## src/rtl/de_regfile_sb.sv

```systemverilog
// de_regfile_sb: decode-stage register file, CSR bank and RAW scoreboard.
// Commits writeback-bus writes, serves write-first bypassed reads and keeps
// a small busy counter per register so DE can hold on read-after-write hazards.
module de_regfile_sb #(
    parameter int                   DBITS     = 32,
    parameter int                   REGNOBITS = 5,
    parameter int                   CSRNOBITS = 12,
    parameter logic [CSRNOBITS-1:0] CSR_BASE  = 12'h7C0,
    parameter int                   CNTBITS   = 2
) (
    input  logic                             clk,
    input  logic                             reset,
    input  logic [REGNOBITS+DBITS+CSRNOBITS+1:0] from_WB_to_DE,
    input  logic [REGNOBITS-1:0]             rs1,
    input  logic [REGNOBITS-1:0]             rs2,
    input  logic                             use_rs1,
    input  logic                             use_rs2,
    output logic [DBITS-1:0]                 rs1_val,
    output logic [DBITS-1:0]                 rs2_val,
    input  logic [CSRNOBITS-1:0]             csr_rdno,
    output logic [DBITS-1:0]                 csr_rdval,
    input  logic                             issue_valid,
    input  logic                             issue_wr_reg,
    input  logic [REGNOBITS-1:0]             issue_rd,
    output logic                             stall,
    output logic                             sb_overflow,
    output logic [DBITS-1:0]                 wb_write_count
);

    localparam int NREGS = 1 << REGNOBITS;
    localparam int NCSR  = 4;
    localparam logic [CNTBITS-1:0] CNT_MAX = CNTBITS'((1 << CNTBITS) - 1);

    typedef struct packed {
        logic                 wr_reg;
        logic [REGNOBITS-1:0] wregno;
        logic [DBITS-1:0]     regval;
        logic [CSRNOBITS-1:0] wcsrno;
        logic                 wr_csr;
    } wb_bus_t;

    wb_bus_t wb;
    assign wb = from_WB_to_DE;

    logic [DBITS-1:0]   regs_q [NREGS];
    logic [DBITS-1:0]   regs_d [NREGS];
    logic [DBITS-1:0]   csr_q  [NCSR];
    logic [DBITS-1:0]   csr_d  [NCSR];
    logic [CNTBITS-1:0] cnt_q  [NREGS];
    logic [CNTBITS-1:0] cnt_d  [NREGS];
    logic               sb_overflow_q, sb_overflow_d;
    logic [DBITS-1:0]   wb_write_count_q, wb_write_count_d;

    logic                 rel;
    logic                 claim;
    logic [NREGS-1:0]     busy;
    logic [CSRNOBITS-1:0] csr_wr_off;
    logic [CSRNOBITS-1:0] csr_rd_off;
    logic                 csr_wr_hit;
    logic                 csr_rd_map;

    // Decode the writeback bus: register release and CSR address mapping.
    always_comb begin
        rel        = wb.wr_reg && (wb.wregno != '0);
        csr_wr_off = wb.wcsrno - CSR_BASE;
        csr_rd_off = csr_rdno - CSR_BASE;
        csr_wr_hit = wb.wr_csr && (csr_wr_off < CSRNOBITS'(NCSR));
        csr_rd_map = csr_rd_off < CSRNOBITS'(NCSR);
    end

    // Hazard detection: a register is busy unless this cycle's release retires its last claim.
    always_comb begin
        busy = '0;
        for (int r = 0; r < NREGS; r++) begin
            busy[r] = (cnt_q[r] != '0) &&
                      !(rel && (wb.wregno == REGNOBITS'(r)) && (cnt_q[r] == CNTBITS'(1)));
        end
        stall = issue_valid &&
                ((use_rs1 && (rs1 != '0) && busy[rs1]) ||
                 (use_rs2 && (rs2 != '0) && busy[rs2]));
        claim = issue_valid && !stall && issue_wr_reg && (issue_rd != '0);
    end

    // Source and CSR reads with write-first bypass from the writeback bus.
    always_comb begin
        if (rs1 == '0)                             rs1_val = '0;
        else if (rel && (wb.wregno == rs1))        rs1_val = wb.regval;
        else                                       rs1_val = regs_q[rs1];

        if (rs2 == '0)                             rs2_val = '0;
        else if (rel && (wb.wregno == rs2))        rs2_val = wb.regval;
        else                                       rs2_val = regs_q[rs2];

        if (!csr_rd_map)                           csr_rdval = '0;
        else if (wb.wr_csr && (wb.wcsrno == csr_rdno)) csr_rdval = wb.regval;
        else                                       csr_rdval = csr_q[csr_rd_off[1:0]];
    end

    // Next-state: register/CSR commit, write counter, busy counters and overflow flag.
    always_comb begin
        // NOTE: every output of this block gets a default first, so no path leaves a latch.
        regs_d           = regs_q;
        csr_d            = csr_q;
        cnt_d            = cnt_q;
        sb_overflow_d    = sb_overflow_q;
        wb_write_count_d = wb_write_count_q;

        if (rel) begin
            regs_d[wb.wregno] = wb.regval;
            wb_write_count_d  = wb_write_count_q + DBITS'(1);
        end

        if (csr_wr_hit) begin
            csr_d[csr_wr_off[1:0]] = wb.regval;
        end

        // x0 is never claimed or released, so its counter stays at zero.
        for (int r = 1; r < NREGS; r++) begin
            if (claim && (issue_rd == REGNOBITS'(r)) &&
                !(rel && (wb.wregno == REGNOBITS'(r)))) begin
                if (cnt_q[r] == CNT_MAX) sb_overflow_d = 1'b1;
                else                     cnt_d[r] = cnt_q[r] + CNTBITS'(1);
            end else if (rel && (wb.wregno == REGNOBITS'(r)) &&
                         !(claim && (issue_rd == REGNOBITS'(r))) &&
                         (cnt_q[r] != '0)) begin
                cnt_d[r] = cnt_q[r] - CNTBITS'(1);
            end
        end
    end

    // State registers with synchronous active-low reset taking priority over all updates.
    always_ff @(posedge clk) begin
        // NOTE: non-blocking assignments here so every flop samples pre-edge values.
        if (!reset) begin
            // NOTE: the register and CSR arrays are reset too; software relies on them reading 0.
            regs_q           <= '{default: '0};
            csr_q            <= '{default: '0};
            cnt_q            <= '{default: '0};
            sb_overflow_q    <= 1'b0;
            wb_write_count_q <= '0;
        end else begin
            regs_q           <= regs_d;
            csr_q            <= csr_d;
            cnt_q            <= cnt_d;
            sb_overflow_q    <= sb_overflow_d;
            wb_write_count_q <= wb_write_count_d;
        end
    end

    assign sb_overflow    = sb_overflow_q;
    assign wb_write_count = wb_write_count_q;

endmodule
```

## config.mk

```make
export PLATFORM = sky130hd
export DESIGN_NAME = de_regfile_sb
export DESIGN_NICKNAME = d
export VERILOG_FILES = /design/src/rtl/de_regfile_sb.sv
export SDC_FILE = /design/constraint.sdc
export NUM_CORES = 2
export LEC_CHECK = 0
export BUFFER_PORTS_ARGS = -buffer_cell sky130_fd_sc_hd__buf_2
export CAP_MARGIN = 0
export CELL_PAD_IN_SITES_DETAIL_PLACEMENT = 1
export CELL_PAD_IN_SITES_GLOBAL_PLACEMENT = 2
export CORE_MARGIN = 8
export CORE_UTILIZATION = 40
export CTS_CLUSTER_DIAMETER = 30
export DETAILED_ROUTE_END_ITERATION = 10
export PLACE_DENSITY_LB_ADDON = 0.1
export SYNTH_ARGS = -nofsm -noshare
export SYNTH_HDL_FRONTEND = slang
export SYNTH_SLANG_ARGS = --single-unit
```

## constraint.sdc

```tcl
create_clock -name clk -period 3.52 [get_ports clk]
set_clock_uncertainty 0.15 [all_clocks]
set_input_delay 0.176 -clock clk [delete_from_list [all_inputs] [get_ports clk]]
set_output_delay 0.176 -clock clk [all_outputs]
set_load 0.03 [all_outputs]
```

# After elaboration in Yosys (flattened, before gate mapping)
# Index checks and enable logic that the tools add are counted.
# W data, S select, Z words.
# totals
reg_bits	1247
latch_bits	0
mem_bits_rw	0
rom_bits	0
inputBits	84
output_inout_bits	130
memories	0
# op_classes
add_sub_neg	65
multipliers	0
n_div	0
n_lt_le_gt_ge	11
eq_ne	158
n_shift	0
muxes	180
n_bitwise	5
n_reduce_logical	426
# op_table
operator	count
$bwmux W1024	1
$mux W32	14
$bmux W32 S5	2
$logic_and A1 B1 Y1	232
$mux W2	93
$demux W32 S5	1
$eq A5 B5 Y1 const B	32
$bwmux W128	1
$reduce_bool A2 Y1	62
$logic_not A1 Y1	94
$eq A5 B4 Y1 const B	16
$bmux W32 S2	1
$demux W32 S2	1
$mux W1	64
$add A2 B1 Y2 const B	31
$eq A2 B1 Y1 const B	31
$eq A2 B2 Y1 const B	31
$ne A2 B2 Y1 const B	31
$reduce_and A2 Y1	31
$sub A2 B1 Y2 const B	31
$eq A5 B3 Y1 const B	8
$add A32 B1 Y32 const B	1
$lt A12 B3 Y1 const B	2
$sub A12 B11 Y12 const B	2
other kinds (15)	32

# Longest topological paths before layout
# depth
ltp_word	78
ltp_mapped	15
mapped_depth_nobuf	11

# Least setup slack after synthesis
# Ideal clock, no wire load.
# synth_path
path_kind	input to output
startpoint	in rs1[2]
endpoint	out rs1_val[22]
arrival_ns	3.139
required_ns	3.194
path_slack_ns	0.055
stages	8
path_buffers	4
cell_sequence	buf_2 > buf_1 > buf_1 > clkbuf_1 > mux4_2 > mux2i_1 > mux4_2 > a211oi_1
# synth_between
elab_chain_len	6
word_cells_on_any_way	9
classes_between	eq/ne (1); mux (5); bitwise (1); reduce/logical (2)
# synth_lines
element	line	source
start: declaration	14	input logic [REGNOBITS-1:0] rs1,
$not A5 Y6 (not written as such)	88	else rs1_val = regs_q[rs1];
$bmux W32 S5	88	
$mux W32 (not written as such) (2 in series)	88	
$mux W32	87	else if (rel && (wb.wregno == rs1)) rs1_val = wb.regval;
$mux W32 (*)	86	if (rs1 == '0) rs1_val = '0;
end: declaration	18	output logic [DBITS-1:0] rs1_val,
# Mark *: on every way between the ends. The rest lies on a longest branch, timed or not. The select of a mux whose other input is x is not followed.

# Final worst setup path
# layout_path
startpoint	reg cnt_q[4] (netlist name)
endpoint	out stall
# layout_between
elab_chain_len	9
word_cells_on_any_way	13
classes_between	eq/ne (1); mux (4); reduce/logical (8)
# layout_lines
element	line	source
start: declaration	49	logic [CNTBITS-1:0] cnt_q [NREGS];
start signal: assignment	144	cnt_q <= cnt_d;
$eq A2 B1 Y1	76	!(rel && (wb.wregno == REGNOBITS'(r)) && (cnt_q[r] == CNTBITS'(1)));
$logic_and A1 B1 Y1	76	
$logic_not A1 Y1	76	
$logic_and A1 B1 Y1 (*)	75	busy[r] = (cnt_q[r] != '0) &&
$bmux W1 S5, on equally long branches	79, 80	
$mux W1, on equally long branches	79, 80	
$logic_and A1 B1 Y1, on equally long branches	79, 80	
$logic_or A1 B1 Y1 (*)	79	((use_rs1 && (rs1 != '0) && busy[rs1]) ||
$logic_and A1 B1 Y1 (*)	78	stall = issue_valid &&
end: declaration	25	output logic stall,
# Marked as above.

==> flow_metrics.env <==
export IMPL_mostFrequentLayoutCell="nand2_1"
export IMPL_synth_top_cell_area_share=0.381
export IMPL_clock_root_buffer="clkbuf_16"
export IMPL_fp_dieH_um=421
export IMPL_synth_top_area_cell="dfxtp_1"
export IMPL_ys_flop_type="dfxtp_1"
export IMPL_critPathLaunchType="flop"
export IMPL_rr_startpoint="cnt_q[32]$_SDFFE_PN0P_"
export IMPL_rsz0062_at_grt="yes"
export IMPL_fp_dieArea_um2=177000
export IMPL_path_class="flop to output port"
export IMPL_synth_area_um2=65500
export IMPL_place_congestion=0.921
export IMPL_synth_ff_latch_count=1247
export IMPL_p_comb_frac=0.061
export IMPL_dp_cells=9391
export IMPL_worstHoldPathCells=8
export IMPL_synth_nets=7536
export IMPL_status="finished clean"
export IMPL_async_reset_ff_frac=0
export IMPL_crit_path_cell_trace="inv_1, ha_1, a31oi_2, and3_1, nor3_1, or4b_4, and2_4, nand2_4, and2_4, buf_6"
export IMPL_fin_crit_ps=3490
export IMPL_pre_cts_ws_ps=-149
export IMPL_cpPeakStageDelay_ps=520
export IMPL_synthSimpleGateAreaFrac=0.180
export IMPL_hold_path_class="input port to flop"
export IMPL_drtIter0Drc=6397
export IMPL_ys_seq_area_frac=0.381
export IMPL_numPortBuffers=213
export IMPL_instances_no_fill=10089
export IMPL_clkPwrFrac=0.655
export IMPL_cts_tree="done"
export IMPL_yosys_warnings=0
export IMPL_netlist_instances=7358
export IMPL_ant_nets=0
export IMPL_power_leakage_uw=0.0294
export IMPL_syn_avg_cell_area_um2=8.90
export IMPL_cp_arrival_ps=3160
export IMPL_switching_share=0.233
export IMPL_worst_path_most_repeated_cell="and2_4"
export IMPL_die_x_um=421
export IMPL_vias_per_cell=6.21
export IMPL_p_int_uw=38700
export IMPL_grt_pass1_wl_um=451000
export IMPL_cp_num_buf_inv=2
export IMPL_cts_clk_slew_worst_paths_ps=40
export IMPL_end_kind="output port"
export IMPL_final_cell_mix="nand2_1, dfxtp_1, a21oi_1"
export IMPL_rr_worst_depth=12
export IMPL_num_vias=62664
export IMPL_setup_violations=0
export IMPL_min_to="csr_q[44]$_SDFFE_PN0P_"
export IMPL_r2r_slack_ps=140
export IMPL_multi_input_area_um2=38200
export IMPL_finalMaxSlewViolations=0
export IMPL_synthAdderAreaFrac=0.0180
export IMPL_hold_violations=0
export IMPL_synthDistinctLibCells=80
export IMPL_io_pins=214
export IMPL_drive_gt1_frac=0.254
export IMPL_cp_max_fo=5
export IMPL_fin_crit_sh=0.991
export IMPL_grt_remaining_overflow=0
export IMPL_critPathTopFamily="simple AND/OR/NAND/NOR gates"
export IMPL_wirelength_um=314000
export IMPL_maxCapViolCount=0
export IMPL_seqCellArea_um2=25000
export IMPL_cts_sinks=1247
export IMPL_hp_start="from_WB_to_DE[4]"
export IMPL_rows=148
export IMPL_max_slew_margin=0.297
export IMPL_synth_compound_area_share=0.123
export IMPL_synth_edf_count=0
export IMPL_ys_top_cells_by_area="dfxtp_1, mux4_2, nand2_1"
export IMPL_cp_data_required_time_ps=3190
export IMPL_route_detailed_drc=0
export IMPL_max_clock_freq_ghz=0.287
export IMPL_r2r_end="cnt_q[29]$_SDFFE_PN0P_"
export IMPL_core_um2=163000
export IMPL_slowest_stage="or4b_4"
export IMPL_antenna_found_initial=7
export IMPL_grt_total_usage=0.345
export IMPL_clk_path_buf_depth=4
export IMPL_p_per_area_nw_per_um2=602
export IMPL_fin_ws_ps=31.3
export IMPL_vdd_ir_drop_max_uv=509
export IMPL_worstMarginPinSlew_ps=1050
export IMPL_grt_max_degree=119
export IMPL_avgRoutedWirePerCell_um=31.1
export IMPL_synth_xor_area_frac=0.00762
export IMPL_clk_latency_ps=900
export IMPL_hpwl_um=186000
export IMPL_synth_top_family_by_area="multiplexers"
export IMPL_seqPwrFrac=0.285
export IMPL_synthMuxAreaShare=0.244
export IMPL_syn2layout_area_growth_pct=28.0
export IMPL_grt_pass1_vias=64407
export IMPL_p_switching_uw=11700
export IMPL_cts_inserted_buffers=366
export IMPL_htree_levels=5
export IMPL_nNetsFinal=7820
export IMPL_dr_pass1_iters=5
export IMPL_nFillCells=17990
export IMPL_initial_utilization=0.403
==> power groups by stage <==
| stage | logic (µW) | registers, µW | clock network (µW) |
|---|---|---|---|
| global placement | 2890 | 14600 | 0 |
| floorplan | 1660 | 14600 | 0 |
| finish | 3060 | 14400 | 33000 |
| CTS | 3010 | 14400 | 33300 |
| global route | 3160 | 14400 | 34100 |
| detailed placement | 2910 | 14600 | 0 |
==> registers in the layout (all words and copies together), names as in the netlist <==
name and flops:
sb_overflow 1, csr_q 128, regs_q 1024, wb_write_count 32
cnt_q 62
==> cell usage after synthesis, types with 41 or more instances <==
cell type	n
inv_1	76
nor3_1	49
nor2_1	230
and2_1	56
buf_1	66
a211oi_1	96
nand3_1	41
clkbuf_1	631
a21oi_1	1165
mux4_2	652
dfxtp_1	1247
nand2_1	2387
mux2i_1	125
ha_1	94
==> cells by family (layout without fill, tap and decap cells) <==
logic type,Yosys count,after routing
DFF,1247,1247
and+or+nand+nor,2919,2919
adders and majority gates,94,94
other,0,3
buffers and inverters,806,1359
AOI/OAI and AO/OA,1456,1456
muxes,779,779
xor gates and xnor gates,57,57
==> per-stage QoR <==
step,hold slack [ps],instance area [µm²],total power (µW),util,setup TNS (ps)
finish,51.0,83800,50500,0.515,0
global route,44.6,83800,51600,0.515,-56.6
detailed placement,295,70500,17500,0.433,-1430
floorplan,229,65500,16200,-,0
CTS,1.58,83700,50700,0.514,-7.81
global placement,288,70500,17500,0.433,-228
==> layer usage <==
layer  wire length [µm]  global-route usage
met2             144000               0.551
met3              26800              0.0707
met5                 15                   0
met1             126000               0.447
met4              16700               0.172
==> layout make-up <==
cell class,count,area share
Tap cell,2175,0.0325
Timing Repair Buffer,645,0.0633
Inverter,77,0.00369
Antenna cell,3,0.0000895
Sequential cell,1247,0.298
Clock buffer,524,0.130
Clock inverter,113,0.0175
Multi-Input combinational cell,5305,0.455
==> worst register-to-register path: cells and delay by family (launching register included) <==
| kind | cells | cell delay [ps] |
|---|---|---|
| adders and majority gates | 1 | 270 |
| DFF | 1 | 370 |
| AOI/OAI and AO/OA | 4 | 650 |
| and+or+nand+nor | 4 | 830 |
| buffers and inverters | 3 | 940 |
==> repair_timing <==
action,CTS,global route
hold buffers,48,0
endpoints found under the setup margin,7,37
endpoints found under the hold margin,1132,0
setup buffers,11,0
pin swaps,17,1
resized for setup,72,26
==> worst max path at each step <==
stage	startpoint	endpoint	slack, ps	cells past startpoint
floorplan	rs1[2]	rs1_val[22]	50	8
global placement	from_WB_to_DE[48]	cnt_q[35]$_SDFFE_PN0P_	-80	13
detailed placement	from_WB_to_DE[48]	cnt_q[35]$_SDFFE_PN0P_	-150	13
CTS	cnt_q[45]$_SDFFE_PN0P_	stall	-8	10
global route	cnt_q[4]$_SDFFE_PN0P_	stall	-60	10
finish	cnt_q[4]$_SDFFE_PN0P_	stall	30	10
No activity file was read; power rests on OpenSTA's default activity.
